## config.mk

```make
export PLATFORM = sky130hd
export DESIGN_NAME = hamming_rx_deser_flat
export DESIGN_NICKNAME = d
export VERILOG_FILES = /design/src/rtl/hamming_pkg.sv /design/src/rtl/hamming_rx_deser_if.sv /design/src/rtl/hamming_sat_cnt.sv /design/src/rtl/hamming_rx_deser.sv /design/src/flat_wrapper.sv
export SDC_FILE = /design/constraint.sdc
export NUM_CORES = 1
export LEC_CHECK = 0
export CORE_AREA = 3 3 59 61
export CTS_BUF_LIST = sky130_fd_sc_hd__clkbuf_8
export CTS_CLUSTER_DIAMETER = 120
export DETAILED_ROUTE_END_ITERATION = 6
export DIE_AREA = 0 0 62 64
export GPL_TIMING_DRIVEN = 0
export PLACE_DENSITY = 0.7
export SLEW_MARGIN = 5
export SYNTH_ARGS = -nofsm -noshare
export SYNTH_HDL_FRONTEND = slang
export SYNTH_SLANG_ARGS = --single-unit
```

## constraint.sdc

```tcl
create_clock -name clk -period 2.3 [get_ports clk]
set_input_delay 0.345 -clock clk [delete_from_list [all_inputs] [get_ports clk]]
set_output_delay 0.345 -clock clk [all_outputs]
set_load 0.01 [all_outputs]
```

## src/rtl/hamming_pkg.sv

```systemverilog
// ============================================================================
// Module      : hamming_pkg
// Description : Shared types and constants for the Hamming(7,4) receive path.
//               Holds the deserialiser FSM state encoding, the code-word
//               widths and the serial framing levels.
// Revision    : 1.0  initial release
// ============================================================================
`default_nettype none

package hamming_pkg;

    // Receive framing FSM
    typedef enum logic [1:0] {
        S_IDLE = 2'd0,
        S_DATA = 2'd1,
        S_STOP = 2'd2
    } rx_state_t;

    localparam int   CW_W      = 8;     // code word incl. unused bit 0
    localparam int   CODE_BITS = 7;     // Hamming(7,4) positions 1..7
    localparam logic START_LVL = 1'b0;
    localparam logic STOP_LVL  = 1'b1;

endpackage

`default_nettype wire

```

## src/rtl/hamming_rx_deser_if.sv

```systemverilog
// ============================================================================
// Module      : hamming_rx_deser_if
// Description : Serial-in / code-word-out bundle of the Hamming receive
//               deserialiser.
//               rx_bit/rx_valid   : serial bit and one-cycle strobe
//               cw_data/cw_valid  : 8-bit code word slot, cw_ready accepts
//               frame_err/overrun : one-cycle status pulses
//               Modport slave is the deserialiser, master is its environment.
// Revision    : 1.0  initial release
// ============================================================================
`default_nettype none

interface hamming_rx_deser_if;
    import hamming_pkg::*;

    logic            rx_bit;
    logic            rx_valid;
    logic [CW_W-1:0] cw_data;
    logic            cw_valid;
    logic            cw_ready;
    logic            frame_err;
    logic            overrun;

    modport slave (
        input  rx_bit, rx_valid, cw_ready,
        output cw_data, cw_valid, frame_err, overrun
    );

    modport master (
        output rx_bit, rx_valid, cw_ready,
        input  cw_data, cw_valid, frame_err, overrun
    );

endinterface

`default_nettype wire

```

## src/rtl/hamming_sat_cnt.sv

```systemverilog
// ============================================================================
// Module      : hamming_sat_cnt
// Description : Saturating up-counter, asynchronous active-low reset.
//               i_inc : count enable (one step per cycle)
//               o_cnt : current count, sticks at all-ones
// Revision    : 1.0  initial release
// ============================================================================
`default_nettype none

module hamming_sat_cnt #(
    parameter int WIDTH = 8
) (
    input  logic             clk,
    input  logic             rst_n,
    input  logic             i_inc,
    output logic [WIDTH-1:0] o_cnt
);

    logic [WIDTH-1:0] r_cnt;

    always_ff @(posedge clk or negedge rst_n) begin
        if (!rst_n) begin
            r_cnt <= '0;
        end else if (i_inc && (r_cnt != '1)) begin
            r_cnt <= r_cnt + WIDTH'(1);
        end
    end

    assign o_cnt = r_cnt;

endmodule

`default_nettype wire

```

## src/rtl/hamming_rx_deser.sv

```systemverilog
// ============================================================================
// Module      : hamming_rx_deser
// Description : Frames a start/stop delimited serial stream into Hamming(7,4)
//               code words (positions 1..7, bit 0 = 0) and offers each word
//               in a one-entry valid/ready slot. Bad stop bits and inter-bit
//               timeouts pulse frame_err; a good frame arriving at a full,
//               non-draining slot pulses overrun and is discarded.
// Ports       : clk, rst_n (async, active low)
//               bus  : hamming_rx_deser_if.slave
//               o_frame_err_cnt / o_overrun_cnt (only with HAMMING_RX_ERRCNT_EN)
// Parameters  : TIMEOUT - max clocks between strobes inside a frame, 0 = off
// Options     : `define HAMMING_RX_ERRCNT_EN adds saturating error counters
// Revision    : 1.0  initial release
// ============================================================================
`default_nettype none

module hamming_rx_deser
    import hamming_pkg::*;
#(
    parameter int TIMEOUT = 64
) (
    input  logic                   clk,
    input  logic                   rst_n,
    hamming_rx_deser_if.slave      bus
`ifdef HAMMING_RX_ERRCNT_EN
    ,
    output logic [7:0]             o_frame_err_cnt,
    output logic [7:0]             o_overrun_cnt
`endif
);

    // Gap counter only needs to represent 0..TIMEOUT-1: reaching the last
    // value with no strobe on that cycle is the timeout.
    localparam int            GW         = (TIMEOUT > 1) ? $clog2(TIMEOUT) : 1;
    localparam logic [GW-1:0] c_GAP_LAST = (TIMEOUT > 0) ? GW'(TIMEOUT - 1) : '0;

    rx_state_t          r_state;
    logic [2:0]         r_bit_cnt;
    logic [CODE_BITS:1] r_shreg;
    logic [GW-1:0]      r_gap;
    logic [CW_W-1:0]    r_cw_data;
    logic               r_cw_valid;
    logic               r_frame_err;
    logic               r_overrun;

    logic               w_timeout;
    logic               w_slot_free;

    assign w_timeout   = (TIMEOUT > 0) && (r_state != S_IDLE) &&
                         !bus.rx_valid && (r_gap == c_GAP_LAST);
    // Slot may be loaded when empty or when the held word leaves this cycle
    assign w_slot_free = !r_cw_valid || bus.cw_ready;

    always_ff @(posedge clk or negedge rst_n) begin
        if (!rst_n) begin
            r_state     <= S_IDLE;
            r_bit_cnt   <= '0;
            r_shreg     <= '0;
            r_gap       <= '0;
            r_cw_data   <= '0;
            r_cw_valid  <= 1'b0;
            r_frame_err <= 1'b0;
            r_overrun   <= 1'b0;
        end else begin
            r_frame_err <= 1'b0;
            r_overrun   <= 1'b0;

            // Accept drains the slot; a load below overrides this
            if (r_cw_valid && bus.cw_ready) begin
                r_cw_valid <= 1'b0;
            end

            case (r_state)
                S_IDLE: begin
                    r_gap <= '0;
                    if (bus.rx_valid && (bus.rx_bit == START_LVL)) begin
                        r_state   <= S_DATA;
                        r_bit_cnt <= '0;
                    end
                end

                S_DATA: begin
                    if (bus.rx_valid) begin
                        r_gap                      <= '0;
                        r_shreg[r_bit_cnt + 3'd1]  <= bus.rx_bit;
                        r_bit_cnt                  <= r_bit_cnt + 3'd1;
                        if (r_bit_cnt == 3'd6) begin
                            r_state <= S_STOP;
                        end
                    end else if (w_timeout) begin
                        r_frame_err <= 1'b1;
                        r_state     <= S_IDLE;
                        r_bit_cnt   <= '0;
                        r_gap       <= '0;
                    end else begin
                        r_gap <= r_gap + GW'(1);
                    end
                end

                S_STOP: begin
                    if (bus.rx_valid) begin
                        r_gap     <= '0;
                        r_bit_cnt <= '0;
                        r_state   <= S_IDLE;
                        // A low stop bit is not treated as the next start bit
                        if (bus.rx_bit == STOP_LVL) begin
                            if (w_slot_free) begin
                                r_cw_data  <= {r_shreg, 1'b0};
                                r_cw_valid <= 1'b1;
                            end else begin
                                r_overrun <= 1'b1;
                            end
                        end else begin
                            r_frame_err <= 1'b1;
                        end
                    end else if (w_timeout) begin
                        r_frame_err <= 1'b1;
                        r_state     <= S_IDLE;
                        r_bit_cnt   <= '0;
                        r_gap       <= '0;
                    end else begin
                        r_gap <= r_gap + GW'(1);
                    end
                end

                default: begin
                    r_state <= S_IDLE;
                end
            endcase
        end
    end

    assign bus.cw_data   = r_cw_data;
    assign bus.cw_valid  = r_cw_valid;
    assign bus.frame_err = r_frame_err;
    assign bus.overrun   = r_overrun;

`ifdef HAMMING_RX_ERRCNT_EN
    hamming_sat_cnt #(.WIDTH(8)) u_frame_err_cnt (
        .clk   (clk),
        .rst_n (rst_n),
        .i_inc (r_frame_err),
        .o_cnt (o_frame_err_cnt)
    );

    hamming_sat_cnt #(.WIDTH(8)) u_overrun_cnt (
        .clk   (clk),
        .rst_n (rst_n),
        .i_inc (r_overrun),
        .o_cnt (o_overrun_cnt)
    );
`endif

endmodule

`default_nettype wire

```

## src/flat_wrapper.sv

```systemverilog
// flat-port wrapper written by rule: the top's interface ports become plain ports
module hamming_rx_deser_flat import hamming_pkg::*;
#(
    parameter int TIMEOUT = 64
)
  (clk, rst_n, bus_rx_bit, bus_rx_valid, bus_cw_ready, bus_cw_data, bus_cw_valid, bus_frame_err, bus_overrun);
  hamming_rx_deser_if bus_i ();
  input  logic clk;
  input  logic rst_n;
  input wire logic [$bits(bus_i.rx_bit)-1:0] bus_rx_bit;
  input wire logic [$bits(bus_i.rx_valid)-1:0] bus_rx_valid;
  input wire logic [$bits(bus_i.cw_ready)-1:0] bus_cw_ready;
  output wire logic [$bits(bus_i.cw_data)-1:0] bus_cw_data;
  output wire logic [$bits(bus_i.cw_valid)-1:0] bus_cw_valid;
  output wire logic [$bits(bus_i.frame_err)-1:0] bus_frame_err;
  output wire logic [$bits(bus_i.overrun)-1:0] bus_overrun;
  assign bus_i.rx_bit = bus_rx_bit;
  assign bus_i.rx_valid = bus_rx_valid;
  assign bus_i.cw_ready = bus_cw_ready;
  assign bus_cw_data = bus_i.cw_data;
  assign bus_cw_valid = bus_i.cw_valid;
  assign bus_frame_err = bus_i.frame_err;
  assign bus_overrun = bus_i.overrun;
  hamming_rx_deser #(.TIMEOUT(TIMEOUT)) u_core (.clk(clk), .rst_n(rst_n), .bus(bus_i));
endmodule
```

==> qor.csv, run 1 <==
metric,value,unit
Pre-antenna DRT Iters,4,
xor and xnor area share after synthesis,0.0116,
"Cell Chain, Critical Path",clkbuf_1 -> inv_2 -> ha_1 -> nand3b_1 -> nor3_1 -> mux2_1,
WP data required,2.46,ns
cts hold-fix bufs,0,
Synth cell types,44,
Setup Buffers After CTS,0,
H-tree Lvls,1,
CTS tree,built,
"Data arrival, critical path",2.19,ns
RSZ-0062 raised after global routing,no,
worst flop-to-flop path startpoint,u_core.r_bit_cnt[0]$_DFFE_PN0P_,
max cap viols,0,
r2r setup slk,0.27,ns
"commonest non-fill, non-tap cell in the layout",dfrtp_1,
max incr delay on CP,0.36,ns
simple-gate area share of the yosys netlist,0.188,
nets@finish,172,
share of cells above drive strength 1,0.108,
Worst Hold Class,primary input to async pin,
die area,3970,um^2
Final setup viols,0,
Yosys reg bits,28,
Detailed Route Iter0 Violations,31,
initial antenna violation count,0,
final setup slack of the worst path,0.270,ns
Site Rows,20,
CTS root buf,clkbuf_8,
top_reg_cell synth,dfrtp_1,
Worst-path clk slew,0.09,ns
maximum vdd drop,0.477,mV
reg2reg end,u_core.r_shreg[3]$_DFFE_PN0P_,
Post-synth EDFFs,0,
"commonest non-fill, non-tap cells in the layout","28 x dfrtp_1, 15 x nand2_1, 14 x mux2_1",
setup total negative slack,0,ns
total leakage power,0.000812,uW
sequential area share after synthesis,0.466,
Pwr Density,912,nW/um^2
drc violations,0,
first-pass GRT wire length,4.93,mm
vias,1103,
clk_skew,0.00439,ns
Rel. slew slack,0.579,
fin crit share,0.883,
Critical Path Start Type,register,
sum of buffers and inverters on the critical path,2,
CP Max Fanout,8,
post-route ant nets,0,
slew at the pin closest to its max-slew limit,0.631,ns
worst-skew pair later-pin latency,0.28,ns
Top-Level Pins,16,
largest family of logic cells by synthesized area,simple AND/OR/NAND/NOR gates,
# clock sinks,28,
routability cong.,0.807,
Post-CTS Resized,0,
CTS Buffer Depth,2,
post-synthesis adder-cell area fraction,0.0665,
multiplexer share of the synthesized area,0.111,
DRT Wirelength,2.72,mm
vias in the first global route,1129,
Die Height,64,um
clock buffer count from CTS,3,
synth warn,0,
Syn Std Cell Area,1510,um^2
post-synthesis cell count,140,
I/O Buffers,14,
GRT Overall Usage,0.163,
Synth Area in Compound Gates,0.114,
CP endpoint kind,register,
pin count of the biggest net entering global routing,29,
status,"complete, no violations",
post-place setup slack,0.241,ns
max-slew violations,0,
Inserted Diodes,0,
Wirelength per Cell,13.5,um
Syn Nets,153,
Crit path max-delay family,simple AND/OR/NAND/NOR gates,
synthesized area per cell,10.8,um^2
CP Class,register to register,
DIE WIDTH,62,um
Crit-path slowest cell,dfrtp_1,
gr ovfl total,0,
via/cell ratio,5.46,
Fillers,262,
"Async S/R FF share, synth",1.00,
fin crit period,2.03,ns
Post-DP HPWL,2.08,mm
Total Power,1610,uW
Reg2Reg Depth,6,
initial core utilization,0.497,
Core Footprint,3030,um^2
final hold vios,0,
f_max,493,MHz
P&R area growth vs syn,17.4,%
synthesized netlist by cell type, drive strengths merged (3+ instances only):
library cell	count	area, um^2
nand3	5	35.0
o31ai	4	35.0
dfrtp	28	701
nor2	5	18.8
nand2	15	56.3
nor3	9	50.1
ha	8	100
nor4	3	25.0
buf	4	31.3
mux2	14	158
a21oi	4	20.0
clkbuf	3	11.3
inv	5	18.8
o21ai	6	30.0
nand2b	5	38.8
per-stage QoR:
step                       util  cells  cell area, um^2  hold WS (ns)
after floorplan               -    140             1510        0.0494
after global placement    0.562    198             1700         0.464
after detailed placement  0.562    198             1700         0.474
after CTS                 0.585    202             1770         0.497
after global routing      0.583    202             1770         0.113
final                     0.583    202             1770        0.0727
worst max-delay path by stage:
stage	startpoint	endpoint	slack (ns)	cells past startpoint
final	u_core.r_bit_cnt[0]$_DFFE_PN0P_	u_core.r_shreg[3]$_DFFE_PN0P_	0.27	6
after detailed placement	u_core.r_bit_cnt[0]$_DFFE_PN0P_	u_core.r_shreg[7]$_DFFE_PN0P_	0.24	6
after global routing	u_core.r_bit_cnt[0]$_DFFE_PN0P_	u_core.r_shreg[3]$_DFFE_PN0P_	0.10	6
after global placement	bus_rx_bit	u_core.bus.cw_data[5]$_DFFE_PN0P_	0.27	5
after CTS	u_core.r_bit_cnt[0]$_DFFE_PN0P_	u_core.r_shreg[7]$_DFFE_PN0P_	0.23	6
after floorplan	u_core.r_bit_cnt[0]$_DFFE_PN0P_	u_core.r_shreg[2]$_DFFE_PN0P_	0.53	6
worst register-to-register path, stage by stage, from the launching register on:
cell      delay [ns]
dfrtp_1         0.36
clkbuf_1        0.31
inv_2           0.10
ha_1            0.32
nand3b_1        0.25
nor3_1          0.22
mux2_1          0.35
power by group:
part	total [uW]	internal, uW	switching (uW)
clock	385	233	152
combinational	590	248	343
sequential	636	578	57.8
total	1610	1060	552
metal layers:
metal  share of wire  wire length (um)  vias to the layer above  GRT usage
met5               0                 0                        -          0
met4           0.016                44                        0     0.0690
met3           0.038               103                        5     0.0202
met2            0.50              1370                       21      0.271
met1            0.44              1200                      544      0.205
li1                -                 -                      533          -
flip-flops by register name, indices dropped and copies added (netlist names):
| signal | cells |
|---|---|
| u_core.bus.frame_err | 1 |
| u_core.r_shreg | 7 |
| u_core.r_gap | 6 |
| u_core.r_bit_cnt | 3 |
| u_core.r_state | 2 |
| u_core.bus.cw_valid | 1 |
| u_core.bus.cw_data | 7 |
| u_core.bus.overrun | 1 |
cell type report:
| type | count | area (um^2) | share of cell area |
|---|---|---|---|
| timing repair buffer | 14 | 135 | 0.0765 |
| buffer | 7 | 42.5 | 0.0241 |
| multi-input combinational | 100 | 743 | 0.421 |
| tap | 44 | 55.1 | 0.0312 |
| sequential | 28 | 701 | 0.397 |
| inverter | 5 | 18.8 | 0.0106 |
| clock buffer | 3 | 41.3 | 0.0234 |
| clock inverter | 1 | 30.0 | 0.0170 |
kinds of logic (layout without fill, tap and decap cells):
family	count (synthesis)	after routing
simple gates	50	50
flops	28	28
compound gates	24	24
mux	15	15
buf+inv	12	30
fa+ha+maj	8	8
xor+xnor	2	2
other cells	1	1
No activity file was read; power rests on OpenSTA's default activity.
==> inputs of run 2 (changes only) <==
- CAP_MARGIN: unset -> 20
==> qor.csv, run 2 (synthesized netlist as in run 1, its figures left out) <==
metric,value,unit,change
"Data arrival, critical path",2.25,ns,+0.06 ns
Sequential Area,701,um^2,unchanged
CP Class,register to register,,
H-tree Lvls,1,,unchanged
f_max,479,MHz,-2.7%
CTS root buf,clkbuf_8,,
status,"complete, no violations",,
Total Power,1620,uW,+0.40%
"commonest non-fill, non-tap cells in the layout","28 x dfrtp_1, 15 x nand2_1, 14 x mux2_1, 14 x clkdlybuf4s50_1",,
Core Footprint,3030,um^2,unchanged
Wirelength per Cell,13.5,um,+0.28%
post-placement cell area,1720,um^2,+0.88%
routability cong.,0.807,,unchanged
max incr delay on CP,0.36,ns,about the same
final instance area,1790,um^2,+1.1%
final hold vios,0,,unchanged
DRT Wirelength,2.74,mm,+0.77%
area of the multi-input gates,743,um^2,unchanged
Pwr Density,905,nW/um^2,-0.72%
final core occ,0.590,,+0.00661
"Cell Chain, Critical Path",clkbuf_1 -> inv_2 -> ha_1 -> nand3b_1 -> nor3_1 -> mux2_1,,
Top-Level Pins,16,,unchanged
drc violations,0,,unchanged
clock buffer count from CTS,3,,unchanged
P&R area growth vs syn,18.7,%,
Final setup viols,0,,unchanged
Inserted Diodes,0,,unchanged
Post-CTS Resized,0,,unchanged
WP data required,2.46,ns,about the same
Site Rows,20,,unchanged
via/cell ratio,5.41,,-0.94%
setup total negative slack,0,ns,unchanged
CTS tree,built,,
GRT Overall Usage,0.164,,+0.00175
Detailed Route Iter0 Violations,33,,+6.5%
I/O Buffers,14,,unchanged
WHS,0.478,ns,+0.405 ns
nets@finish,173,,+0.58%
total leakage power,0.000819,uW,+0.91%
clk_skew,0.00677,ns,+0.00238 ns
maximum vdd drop,0.529,mV,+11%
first-pass GRT wire length,4.97,mm,+0.85%
Rel. slew slack,0.536,,-0.0430
RSZ-0062 raised after global routing,no,,
vias,1098,,-0.45%
Crit-path slowest cell,dfrtp_1,,
Worst-path clk slew,0.10,ns,about the same
cts hold-fix bufs,0,,unchanged
fin crit period,2.09,ns,+0.0566 ns
initial core utilization,0.497,,unchanged
max-slew violations,0,,unchanged
Fillers,265,,+1.1%
post-route ant nets,0,,unchanged
DIE WIDTH,62,um,unchanged
Critical Path Start Type,register,,
CP endpoint kind,register,,
Pre-antenna DRT Iters,5,,+1
initial antenna violation count,0,,unchanged
die area,3970,um^2,unchanged
Reg2Reg Depth,6,,unchanged
Worst Hold Class,primary input to async pin,,
max cap viols,0,,unchanged
Die Height,64,um,unchanged
Post-DP HPWL,2.13,mm,+2.6%
CTS Buffer Depth,2,,unchanged
worst-skew pair later-pin latency,0.27,ns,about the same
pin count of the biggest net entering global routing,17,,-41%
# clock sinks,28,,unchanged
share of cells above drive strength 1,0.107,,-0.000677
gr ovfl total,0,,unchanged
slew at the pin closest to its max-slew limit,0.694,ns,+0.0623 ns
"commonest non-fill, non-tap cell in the layout",dfrtp_1,,
CP Max Fanout,8,,unchanged
Setup Buffers After CTS,0,,unchanged
vias in the first global route,1133,,+0.35%
fin crit share,0.907,,+0.0246
==> run 2: final timing paths <==
kind	startpoint	endpoint	slack, ns
worst max register to register	u_core.r_bit_cnt[0]$_DFFE_PN0P_	u_core.r_shreg[3]$_DFFE_PN0P_	0.21
min in group clk	u_core.r_shreg[2]$_DFFE_PN0P_	u_core.bus.cw_data[2]$_DFFE_PN0P_	0.49
worst min-delay path	rst_n	u_core.bus.cw_data[4]$_DFFE_PN0P_	0.48
worst min register to register	u_core.r_shreg[2]$_DFFE_PN0P_	u_core.bus.cw_data[2]$_DFFE_PN0P_	0.49
max in group asynchronous	rst_n	u_core.r_state[1]$_DFFE_PN0P_	1.28
worst max-delay path	u_core.r_bit_cnt[0]$_DFFE_PN0P_	u_core.r_shreg[3]$_DFFE_PN0P_	0.21
==> run 2: critical path: cells and delay by family (launching register included) <==
| family | cells | cell delay [ns] |
|---|---|---|
| adder cells (fa/ha/maj) | 1 | 0.32 |
| AND/OR/NAND/NOR | 2 | 0.51 |
| multiplexers | 1 | 0.36 |
| flip-flops | 1 | 0.36 |
| buffers and inverters | 2 | 0.43 |
==> run 2: cell type report <==
type	instances	share of cell area
flip-flops and latches	28	0.392
clock buffers	3	0.0231
repair buffers	15	0.0868
plain buffers	7	0.0238
inverters	5	0.0105
well taps	44	0.0308
clock inverters	1	0.0168
multi-input cells	100	0.416
==> run 2: stage by stage <==
| stage | instances | setup slack [ns] |
|---|---|---|
| global route | 203 | 0.0987 |
| floorplan | 140 | 0.528 |
| detailed placement | 199 | 0.243 |
| global placement | 198 | 0.273 |
| CTS | 203 | 0.220 |
| finish | 203 | 0.213 |
==> run 2: where the power goes <==
part           internal [uW]  switching, uW  total [uW]
registers                578           59.9         638
logic                    251            343         594
clock network            233            152         385
total                   1060            555        1620
==> run 2: metal layers <==
layer	up-vias	wire length (um)	global-route usage
met2	16	1430	0.272
met4	0	32	0.0610
li1	532	-	-
met3	4	90	0.0263
met1	546	1190	0.209
met5	-	0	0
